## src/rtl/tmds_pkg.sv

```systemverilog
// Shared TMDS definitions: word width, the four control symbols and the
// three-lane symbol group layout used by the serializer.
package tmds_pkg;

    localparam int TMDS_WORD_W = 10;

    localparam logic [TMDS_WORD_W-1:0] CTRL_00 = 10'b1101010100;
    localparam logic [TMDS_WORD_W-1:0] CTRL_01 = 10'b0010101011;
    localparam logic [TMDS_WORD_W-1:0] CTRL_10 = 10'b0101010100;
    localparam logic [TMDS_WORD_W-1:0] CTRL_11 = 10'b1010101011;

    // lane2 (red) occupies [29:20], lane1 (green) [19:10], lane0 (blue) [9:0]
    typedef struct packed {
        logic [TMDS_WORD_W-1:0] lane2;
        logic [TMDS_WORD_W-1:0] lane1;
        logic [TMDS_WORD_W-1:0] lane0;
    } tmds_group_t;

endpackage

```

## src/rtl/tmds_lane_shifter.sv

```systemverilog
// One TMDS lane: parallel-load 10-bit shifter whose end flop drives the
// serial output directly, transmitting LSB or MSB first.
module tmds_lane_shifter
    import tmds_pkg::*;
#(
    parameter bit LSB_FIRST = 1'b1
) (
    input  logic                   clk,
    input  logic                   reset,
    input  logic                   load,
    input  logic [TMDS_WORD_W-1:0] word,
    output logic                   serial
);

    logic [TMDS_WORD_W-1:0] shreg;

    always_ff @(posedge clk) begin
        if (reset) begin
            shreg <= '0;
        end else if (load) begin
            shreg <= word;
        end else if (LSB_FIRST) begin
            shreg <= {1'b0, shreg[TMDS_WORD_W-1:1]};
        end else begin
            shreg <= {shreg[TMDS_WORD_W-2:0], 1'b0};
        end
    end

    assign serial = LSB_FIRST ? shreg[0] : shreg[TMDS_WORD_W-1];

endmodule

```

## src/rtl/tmds_serializer.sv

```systemverilog
// Fabric 10:1 TMDS serializer: one-deep symbol hold register, bit counter,
// three lane shifters and the 5-high/5-low TMDS clock pattern.
module tmds_serializer
    import tmds_pkg::*;
#(
    parameter logic [TMDS_WORD_W-1:0] IDLE_SYMBOL = CTRL_00,
    parameter bit                     LSB_FIRST   = 1'b1
) (
    input  logic        clk,
    input  logic        reset,
    input  logic [29:0] sym_data,
    input  logic        sym_valid,
    output logic        sym_ready,
    output logic [2:0]  tmds,
    output logic        tmds_clock,
    output logic        underrun
);

    logic [3:0]  bit_cnt;
    tmds_group_t hold;
    logic        hold_full;
    logic        started;
    logic        load_point;
    logic        xfer;
    logic [TMDS_WORD_W-1:0] lane_word [3];

    // Counter values above 9 cannot occur but are treated as a load point
    assign load_point = (bit_cnt >= 4'd9);
    assign sym_ready  = !reset && (!hold_full || load_point);
    assign xfer       = sym_valid && sym_ready;

    always_ff @(posedge clk) begin
        if (reset) begin
            bit_cnt    <= 4'd9;
            hold       <= '0;
            hold_full  <= 1'b0;
            started    <= 1'b0;
            tmds_clock <= 1'b0;
            underrun   <= 1'b0;
        end else begin
            if (load_point) begin
                bit_cnt    <= 4'd0;
                tmds_clock <= 1'b1;
                underrun   <= started && !hold_full;
            end else begin
                bit_cnt    <= bit_cnt + 4'd1;
                tmds_clock <= (bit_cnt < 4'd4);
                underrun   <= 1'b0;
            end
            // A transfer on a load cycle refills the hold after its old contents go to the shifters
            if (xfer) begin
                hold      <= tmds_group_t'(sym_data);
                hold_full <= 1'b1;
                started   <= 1'b1;
            end else if (load_point) begin
                hold_full <= 1'b0;
            end
        end
    end

    assign lane_word[0] = hold_full ? hold.lane0 : IDLE_SYMBOL;
    assign lane_word[1] = hold_full ? hold.lane1 : IDLE_SYMBOL;
    assign lane_word[2] = hold_full ? hold.lane2 : IDLE_SYMBOL;

    for (genvar i = 0; i < 3; i++) begin : g_lane
        tmds_lane_shifter #(
            .LSB_FIRST (LSB_FIRST)
        ) u_shifter (
            .clk    (clk),
            .reset  (reset),
            .load   (load_point),
            .word   (lane_word[i]),
            .serial (tmds[i])
        );
    end

endmodule

```

## config.mk

```make
export PLATFORM = sky130hd
export DESIGN_NAME = tmds_serializer
export DESIGN_NICKNAME = d
export VERILOG_FILES = /design/src/rtl/tmds_pkg.sv /design/src/rtl/tmds_lane_shifter.sv /design/src/rtl/tmds_serializer.sv
export SDC_FILE = /design/constraint.sdc
export NUM_CORES = 1
export LEC_CHECK = 0
export CAP_MARGIN = 30
export CORE_MARGIN = 2
export CORE_UTILIZATION = 54
export DETAILED_ROUTE_END_ITERATION = 10
export MAX_ROUTING_LAYER = met4
export PLACE_DENSITY = 0.79
export SLEW_MARGIN = 5
export SYNTH_ARGS = -nofsm -noshare
export SYNTH_HDL_FRONTEND = slang
export SYNTH_SLANG_ARGS = --single-unit
export TNS_END_PERCENT = 1
```

## constraint.sdc

```tcl
create_clock -name clk -period 1.9 [get_ports clk]
set_input_delay 0.38 -clock clk [delete_from_list [all_inputs] [get_ports clk]]
set_output_delay 0.38 -clock clk [all_outputs]
set_load 0.1 [all_outputs]
```

* Word-level counts from Yosys, hierarchy flattened
Cells that the tools add are included.
** Storage, ports and cells
- Bits in registers :: 68
- Input port bits :: 33
** Operators by class
- $lt $le $gt $ge :: 2
- $add $sub $neg :: 1
- Multiplexer cells :: 10
- Bitwise logic cells :: 1
- Reductions and logical operators :: 9
** Operators by type and width (number)
- $mux 10 :: 3
- $mux 9 :: 3
- $add 4x1->4 const B :: 1
- $ge 4x4->1 const B :: 1
- $lt 4x3->1 const B :: 1
- $mux 4 :: 1
- $reduce_or 2->1 :: 2
- $logic_and 1x1->1 :: 3
- $mux 1 :: 3
- $logic_not 1->1 :: 2
- $reduce_bool 2->1 :: 1
- $logic_or 1x1->1 :: 1
- $not 1->1 :: 1

* Logic depth before layout (Yosys ltp)
Gate-level depths: netlist of run 1.
- Depth in word-level cells :: 5
- Depth in mapped cells :: 7
- Mapped depth without buffers :: 5

* Hierarchy
A second synthesis of run 1 with hierarchy kept.
** Second synthesis, totals
- Cells, all modules :: 291
- Area total of the unflattened synthesis :: 2977.9 um2
** Modules (own cells, without submodules)
- tmds_serializer :: area an instance 1919.3 um2, seq. area each 760.7 um2, times used 1, cells an instance 198
- tmds_lane_shifter :: area an instance 352.8 um2, seq. area each 200.2 um2, times used 3, cells an instance 31

* Worst setup path after synthesis of run 1
No wires, ideal clock.
- Path kind :: register to output
- Start :: reg bit_cnt[0]
- End :: out sym_ready
- Path buffers :: 1
- Arrival time :: 2583 ps
- Stages on the path, launching flop included :: 7
- Path slack :: -1063 ps
- Data required time :: 1520 ps
- Cell sequence :: dfxtp_1 inv_1 ha_1 or3b_1 buf_2 nand2_1 a21oi_1
** On the way
- Cells in the longest elaborated chain, start to end :: 3
** Ends and longest elaborated chain
- start: declaration :: line tmds_serializer.sv:19 : logic [3:0] bit_cnt;
- start signal: assignment :: line tmds_serializer.sv:46 : bit_cnt <= bit_cnt + 4'd1;
- $ge 4x4->1 :: line tmds_serializer.sv:28 : assign load_point = (bit_cnt >= 4'd9);
- $logic_or 1x1->1 :: line tmds_serializer.sv:29 : assign sym_ready = !reset && (!hold_full || load_point);
- $logic_and 1x1->1 :: line tmds_serializer.sv:29
- end: declaration :: line tmds_serializer.sv:13 : output logic sym_ready,
Every way passes these cells.

* Worst setup path after layout of run 1
- Start :: reg bit_cnt[1]
- End :: out sym_ready
Same word-level chain as after synthesis.

==> flow_metrics.tcl, run 1 <==
set metrics [dict create \
    tightest_slew_ns 0.618 \
    vias_per_cell 5.37 \
    holdCritStartpoint "reset" \
    worstPathCellList "inv_2 > ha_2 > or3b_4 > nand2_4 > a21oi_4 > buf_12" \
    hold_slack_ns 0.405 \
    yosys.area.top_type "dfxtp_1" \
    drive_gt1_frac 0.147 \
    tritoncts "yes" \
    rr_worst_depth 6 \
    routed_wl_um 5710 \
    drc_errors 0 \
    synthTopCellsByCount "dfxtp_1 (68), nand2b_1 (60), mux2i_1 (30)" \
    grt_pass1_vias 2079 \
    ant_nets 0 \
    clockBufferDepth 2 \
    grt_max_degree 72 \
    hold_violations 0 \
    cts_hold_buf 0 \
    die-area_sq_um 5940 \
    synth_ff_type "dfxtp_1" \
    gp_congestion 0.729 \
    synth_edf_count 0 \
    worst_r2r_startpoint "bit_cnt[1]" \
    grt_pass1_wl_um 9660 \
    maxCapViolations 0 \
    die_h_um 77.1 \
    setup-violations-final 1 \
    crit_required_ns 1.52 \
    critPathKind "reg -> out" \
    clock.fmax_ghz 0.505 \
    cts.sink_count 68 \
    gr-total-overflow 0 \
    status "finished with violations" \
    yosys_warnings 0 \
    clockRootBuffer "clkbuf_8" \
    synth_area_sq_um 2890 \
    via_count 2197 \
    cpPeakStageDelay_ns 0.39 \
    slew-limit-headroom 0.587 \
    powerDensity_nw_per_um2 953 \
    core_sq_um 5140 \
    yosysMostFrequentCell "dfxtp_1" \
    antennaDiodeCount 0 \
    layout_min_cycle_time_ns 1.98 \
    syn2layout_area_growth_pct 24.5 \
    ys_seq_area_frac 0.472 \
    drt-initial-drc-count 170 \
    hold_depth 2 \
    drv_slew 0 \
    r2r_slack_ns 0.24 \
    arrival_ns 1.60 \
    setup_slack_ns -0.0798 \
    async_reset_ff_frac 0 \
    first_pass_iters 4 \
    p_leak_nw 1.37 \
    rr_endpoint "hold[5]" \
    worstPathMaxFanout 3 \
    rows 26 \
    cp-end-kind "output pin" \
    cp_slowest_cell "or3b_4" \
    rsz0062_at_grt "true" \
    ys_ff_latch 68 \
    setup-tns-final_ns -0.0798 \
    fp.dieW_um 77.1 \
    peakVddDrop_uv 743 \
    fin_crit_sh 1.04 \
    port_buffers 38 \
    detail_route.wl_per_cell_um 14.0 \
    synth_area_leaders "dfxtp_1 (47%), nand2b_1 (13%), mux2i_1 (10%)" \
    hp-class "in -> reg" \
    dp_hpwl_um 3600 \
    syn_nets 337 \
    h-tree-depth 3 \
    grt_antenna_before_repair 0 \
    cp-start-kind "flip-flop" \
    finClkSkew_ns 0.00546 \
    synth_cell_type_count 31 \
    hold-path-endpoint "g_lane[2].u_shifter.shreg[7]" \
    syn_inst 301 \
    fin_nets 370 \
    grt_util_all_layers 0.207 \
    synth_top_area_frac 0.472 \
    violations "setup timing" \
    initial_core_util 0.561 \
    syn_area_per_cell_sq_um 9.59 \
    clock_latency_ns 0.33 \
    path_clk_slew_ns 0.07 \
    cts_buffers 9 \
    pin_count 39 \
]
## area by class of cell
type,count,area (sq um)
Clock buffer,12,145
Fill cell,402,1550
Clock inverter,4,72.6
Sequential cell,68,1360
Inverter,16,60.1
Multi-Input combinational cell,187,1350
Tap cell,70,87.6
Timing Repair Buffer,52,515
## where the power goes
group | switching (mW) | internal (mW) | leakage (nW) | total (mW)
Clock | 0.515 | 0.774 | 0.107 | 1.29
Sequential | 0.0482 | 1.54 | 0.561 | 1.59
Combinational | 0.294 | 0.255 | 0.703 | 0.549
Total | 0.857 | 2.57 | 1.37 | 3.42
## stage by stage
step	std cells	utilization	worst slack, ns	instance area [sq um]	power (mW)
5_1_grt	409	0.699	-0.118	3590	3.56
6_report	409	0.699	-0.0798	3590	3.42
2_1_floorplan	301	-	0.00290	2930	1.98
4_1_cts	408	0.697	-0.0857	3580	3.44
3_3_place_gp	389	0.650	0.172	3340	2.13
3_5_place_dp	389	0.650	0.135	3340	2.15
## placed cells by master (no fill, tap or decap), drive strengths merged, types with 2 or more instances in the layout
cell type      instances
nor2b                  4
dfxtp                 68
ha                     3
inv                   16
a21oi                 29
nor3b                  2
nor3                   5
bufinv                 2
clkdlybuf4s50         31
nor2                   2
nand2b                60
o21ai                 16
mux2i                 30
nand4                 15
a311oi                12
buf                   21
clkbuf                12
## flip-flops by register name (all words and copies together), names as in the netlist
name / flops
hold: 30
underrun: 1
tmds_clock: 1
hold_full: 1
bit_cnt: 4
started: 1
g_lane.u_shifter.shreg: 30
## critical path, delay by kind of cell (launching register included)
kind / cells / cell delay [ns]
flops: 1 / 0.34
buf+inv: 2 / 0.22
fa+ha+maj: 1 / 0.18
compound gates: 1 / 0.06
simple gates: 2 / 0.47
## cell families after synthesis
| kind of cell | Yosys count | synth area share |
|---|---|---|
| XOR/XNOR | 1 | 0.00304 |
| adder cells (fa/ha/maj) | 3 | 0.0130 |
| AO/OA/AOI/OAI | 61 | 0.131 |
| flip-flops | 68 | 0.472 |
| buffers and inverters | 46 | 0.0737 |
| AND/OR/NAND/NOR | 92 | 0.203 |
| multiplexers | 30 | 0.104 |
## how the worst max path moves through the flow
stage                    start        end  cells past startpoint
global route        bit_cnt[1]  sym_ready                      6
finish              bit_cnt[1]  sym_ready                      6
detailed placement  bit_cnt[1]  sym_ready                      6
floorplan           bit_cnt[0]  sym_ready                      6
CTS                 bit_cnt[1]  sym_ready                      6
global placement    bit_cnt[1]  sym_ready                      6
## per-layer routing
layer  vias to the layer above  track usage  share of wire
met2                        38        0.331           0.49
met4                         0       0.0696          0.011
met3                         7       0.0388          0.032
li1                       1101            -              -
met1                      1051        0.265           0.47
met5                         -            -              0
## what timing repair did
item	in CTS	in global routing
gates cloned	0	0
pin swaps	1	0
resized for setup	2	0
setup buffers	3	1
endpoints found under the setup margin	1	1
Power figures use the tool's default switching activity.
==> inputs of run 2 (changes only) <==
Settings changed: SKIP_LAST_GASP from default to 1.
==> results of run 2 <==
No change in the layout: final DEF, timing and power equal those of run 1.
==> patch 1 (settings of run 1) <==
Register the output `underrun` once more; this adds one clock of latency there. The other outputs are not delayed to match.
--- a/src/rtl/tmds_serializer.sv
+++ b/src/rtl/tmds_serializer.sv
@@ -15,6 +15,8 @@
     output logic        tmds_clock,
     output logic        underrun
 );
+
+    logic underrun_s0;
 
     logic [3:0]  bit_cnt;
     tmds_group_t hold;
@@ -36,16 +38,16 @@
             hold_full  <= 1'b0;
             started    <= 1'b0;
             tmds_clock <= 1'b0;
-            underrun   <= 1'b0;
+            underrun_s0 <= 1'b0;
         end else begin
             if (load_point) begin
                 bit_cnt    <= 4'd0;
                 tmds_clock <= 1'b1;
-                underrun   <= started && !hold_full;
+                underrun_s0 <= started && !hold_full;
             end else begin
                 bit_cnt    <= bit_cnt + 4'd1;
                 tmds_clock <= (bit_cnt < 4'd4);
-                underrun   <= 1'b0;
+                underrun_s0 <= 1'b0;
             end
             // A transfer on a load cycle refills the hold after its old contents go to the shifters
             if (xfer) begin
@@ -74,5 +76,13 @@
         );
     end
 
+    always_ff @(posedge clk) begin
+        if (reset) begin
+            underrun <= '0;
+        end else begin
+            underrun <= underrun_s0;
+        end
+    end
+
 endmodule
 
Function: no difference found for any inputs over 10 cycles, from zero or initial values and one cycle with reset high; that may be too few to reach the edited logic, so the function may still have changed.
==> patch 1 against run 1 <==
- the run still ends with setup timing left
- routed wire length shrank 1.6%
- design area up 1.1%
- combinational power is 0.9% lower
- count of clock-buffer cells in the layout unchanged
- first-iteration DRC count is 2.4% higher
- synthesized area up 0.82%
- via count increased by 1.3%
- sequential cell count rose by 1
- worst setup slack worse by 0.044 ns
- core utilization up 0.75 points
- total power grew 1.4%
- highest routed layer unchanged
==> patch 1: results (changes against run 1) <==
Violated checks: setup timing (unchanged). The share of final-layout standard cells stronger than drive strength 1 is 0.1466 (was 0.1475). The endpoint of the worst hold path is underrun (was g_lane[2].u_shifter.shreg[7]).

The number of cells on the worst hold path is 1 (was 2), and the flop-to-flop setup slack is 0.08 ns (was 0.24 ns). The hold path startpoint is underrun_s0 (was reset). The post-synthesis sequential area ratio was 0.4748 (was 0.4718); the global-route wire length before repair was 9653 microns (was 9660 microns). The tools report the final wirelength as 5616 microns (was 5709 microns).

The routability-driven placement congestion ratio is 0.7294 (was 0.7285). End of the worst register-to-register path: hold[1] (was hold[5]). The synthesized area divided by synthesized cell count was 9.601 sq um (was 9.586 sq um); the final critical-path setup slack was -0.1239 ns (was -0.07985 ns).

The ratio of routed vias to standard cells came out at 5.416 (was 5.372). The logs give 1.64 ns (was 1.60 ns) for the arrival time at the worst endpoint and 0.000544 W (was 0.000549 W) for the combinational cell power. For the half-perimeter wire length after placement, the log shows 3545 microns (was 3603 microns). The post-cts resize count was 3 (was 2); the count of final setup violators was 1 (unchanged).

Unique cell type count in the Yosys netlist: 29 (was 31). Final instance count without filler cells: 411 (was 409). The run gives 0.5852 (was 0.5872) as the remaining max-slew budget at the tightest pin.

The leakage power of the design is 1.391 nW (was 1.370 nW), and the largest net degree at the start of global routing is 71 (was 72). For the instance area after placement, the log shows 0.003353 sq mm (was 0.003342 sq mm). Post-synth top cells: dfxtp_1 (69), nand2b_1 (60), mux2i_1 (30), a21oi_1 (29), clkbuf_1 (17) (was dfxtp_1 (68), nand2b_1 (60), mux2i_1 (30), a21oi_1 (29), clkbuf_1 (16)).

The flow ran to the end, but the final reports show violations. Critical register-to-register path startpoint: bit_cnt[0] (was bit_cnt[1]). The number of nets in the layout was 372 (was 370). For the worst slack at placement, the log shows 0.06614 ns (was 0.1352 ns).
## patch 1: cells by family after synthesis
kind of cell             count (synthesis)  share of synthesized area
buffers and inverters                   46                    0.07311
XOR/XNOR                                 1                   0.003011
AND/OR/NAND/NOR                         93                     0.2030
adder cells (fa/ha/maj)                  3                    0.01290
flip-flops                              69                     0.4748
multiplexers                            30                     0.1032
AO/OA/AOI/OAI                           61                     0.1299
## patch 1: worst max-delay path, stage by stage, from the launching register on
cell and delay [ns]:
dfxtp_2 0.34, inv_4 0.08, ha_4 0.14, or3b_4 0.39
nand2_4 0.10, a21oi_4 0.06, buf_12 0.18
## patch 1: final cells by class
type	count	area [sq um]
fill	435	1509
inverter	16	65.06
clock buffer	12	155.1
multi-input combinational	188	1364
sequential	69	1386
timing repair buffer	52	503.0
tap	70	87.58
clock inverter	4	70.07
## patch 1: metal layers
layer	track usage	vias up	routed length, microns
li1	-	1102	-
met1	0.2392	1047	2377
met2	0.3400	64	2860
met3	0.05349	13	292
met4	0.08929	0	86
met5	-	-	0
==> patch 2 (settings of run 1) <==
Made on the original files. Change the package constant `TMDS_WORD_W` from 10 to 20.
--- a/src/rtl/tmds_pkg.sv
+++ b/src/rtl/tmds_pkg.sv
@@ -2,7 +2,7 @@
 // three-lane symbol group layout used by the serializer.
 package tmds_pkg;
 
-    localparam int TMDS_WORD_W = 10;
+    localparam int TMDS_WORD_W = 20;
 
     localparam logic [TMDS_WORD_W-1:0] CTRL_00 = 10'b1101010100;
     localparam logic [TMDS_WORD_W-1:0] CTRL_01 = 10'b0010101011;
Formal check against the unedited RTL: same outputs for any inputs over 10 cycles, from zero or initial values and one cycle with reset high; that may be too few to reach the edited logic, so the function may still have changed.
==> patch 2 against run 1 <==
- worst setup slack got worse by 0.045 ns
- the flow still finishes with violations (setup timing)
- count of clock-buffer cells in the layout increased by 4
- critical path depth unchanged
- non-clock buffer count increased by 4
- design area increased by 5.0%
- synthesized area increased by 3.9%
- routed wire length decreased by 5.4%
- critical path type unchanged
- sequential cell count increased by 10
- synthesized cell count decreased by 5.0%
- core utilization decreased by 0.55 points
- via count decreased by 7.1%
- clock skew decreased by 0.00072 ns
- combinational power decreased by 3%
- total power increased by 1.2%
==> patch 2: results (changes against run 1) <==
The run finished, with violations left. Violated checks: setup timing (unchanged). The number of optimization iterations in the first detailed-route pass is 4 (unchanged).

The transition time at the pin with the least slew margin came out at 0.4197 ns (was 0.6185 ns). The tools report the routability-driven placement congestion ratio as 0.8280 (was 0.7285). The number of nets produced by synthesis is 322 (was 337), and the unique cell type count in the Yosys netlist is 30 (was 31). Synth top area cells: dfxtp_1 (52%), nand2b_1 (14%), mux2i_1 (10%) (was dfxtp_1 (47%), nand2b_1 (13%), mux2i_1 (10%)).

For the number of nets in the layout, the log shows 364 (was 370). The number of warnings issued by yosys is 0 (unchanged), and the combinational share of power is 0.155 (was 0.160). The synthesized area divided by synthesized cell count works out to 10.49 sq um (was 9.586 sq um). Largest registers in the final layout: g_lane.u_shifter.shreg: 40 flops, hold: 30 flops, bit_cnt: 4 flops (was g_lane.u_shifter.shreg: 30 flops, hold: 30 flops, bit_cnt: 4 flops).

The tools report the half-perimeter wire length after placement as 3429 microns (was 3603 microns). The run gives 0.004732 ns (was 0.005455 ns) as the post-route clock skew. For the global-route wire length before repair, the log shows 9211 microns (was 9660 microns).

Post-synth top cells: dfxtp_1 (78), nand2b_1 (65), mux2i_1 (30), a22o_1 (19), inv_1 (14) (was dfxtp_1 (68), nand2b_1 (60), mux2i_1 (30), a21oi_1 (29), clkbuf_1 (16)). The arrival time at the worst endpoint was 1.64 ns (was 1.60 ns). Slowest cell on the critical path: or3b_4 (unchanged). The overall fraction of global-route tracks in use is 0.2010 (was 0.2070), and the final wirelength is 5403 microns (was 5709 microns).

The net load switching power is 0.0008606 W (was 0.0008573 W), and the count of final setup violators is 1 (unchanged). The share of final-layout standard cells stronger than drive strength 1 was 0.1622 (was 0.1475); the routed via count was 2,040 (was 2,197). The run gives 382 (was 389) as the cell total after placement.

Class of the tightest hold or removal check: in2reg (unchanged). Ratio of routed vias to standard cells: 5.037 (was 5.372). The worst slack at placement is 0.02407 ns (was 0.1352 ns). Via count of the first global-routing pass: 1,946 (was 2,079). The largest voltage drop on the vdd net is 0.5279 mV (was 0.7428 mV), and the maximum level of the CTS H-tree is 3 (unchanged). For the leakage power of the design, the log shows 1.504 nW (was 1.370 nW). Power density normalized to cell area: 918.9 mW/mm^2 (was 953.2 mW/mm^2). The largest net degree at the start of global routing is 41 (was 72), and the total global routing overflow is 0 (unchanged). For the clock share of power, the log shows 0.325 (was 0.376). The iteration-0 DRC count of the detailed router is 60 (was 170), and the final critical-path setup slack is -0.1245 ns (was -0.07985 ns). The number of antenna cells inserted was 0 (unchanged). The run gives 0.5207 (was 0.4718) as the post-synthesis sequential area ratio.
patch 2: worst paths after layout:
path	startpoint	endpoint	slack [ns]	depth (start not counted)
setup / recovery	bit_cnt[1]	sym_ready	-0.12	6
hold / removal	reset	g_lane[1].u_shifter.shreg[2]	0.38	2
setup reg to reg	bit_cnt[0]	g_lane[2].u_shifter.shreg[4]	0.05	6
hold reg to reg	started	underrun	0.43	2
patch 2: kinds of logic (layout without fill, tap and decap cells):
family | Yosys count | in the layout | synth area share
adder cells (fa/ha/maj) | 3 | 3 | 0.01252
flip-flops | 78 | 78 | 0.5207
XOR/XNOR | 1 | 1 | 0.002921
multiplexers | 30 | 30 | 0.1001
buffers and inverters | 39 | 86 | 0.05799
AO/OA/AOI/OAI | 49 | 49 | 0.1268
AND/OR/NAND/NOR | 86 | 86 | 0.1790
patch 2: per-layer routing:
layer / GRT usage / routed length [microns] / up-vias
li1: - / - / 1044
met3: 0.06322 / 268 / 14
met1: 0.2489 / 2474 / 941
met4: 0.09123 / 136 / 0
met2: 0.3009 / 2523 / 41
met5: - / 0 / -
patch 2: timing repair:
item / in CTS / in global routing
setup buffers: 5 / 2
gates resized for setup: 6 / 4
pin swaps: 4 / 3
endpoints found under the setup margin: 1 / 25
patch 2: final cells by class:
class | count | area [sq um]
inverters | 14 | 57.56
fillers | 409 | 1668
well taps | 72 | 90.09
repair buffers | 56 | 533.0
clock buffers | 16 | 180.2
multi-input cells | 169 | 1344
flip-flops and latches | 78 | 1567
patch 2: stage by stage:
stage / area, sq um / setup TNS (ns) / utilization
2_1_floorplan: 3043 / -0.02948 / -
3_3_place_gp: 3498 / 0 / 0.6432
3_5_place_dp: 3498 / 0 / 0.6432
4_1_cts: 3737 / -0.1274 / 0.6871
5_1_grt: 3771 / -0.1849 / 0.6934
6_report: 3771 / -0.1245 / 0.6934
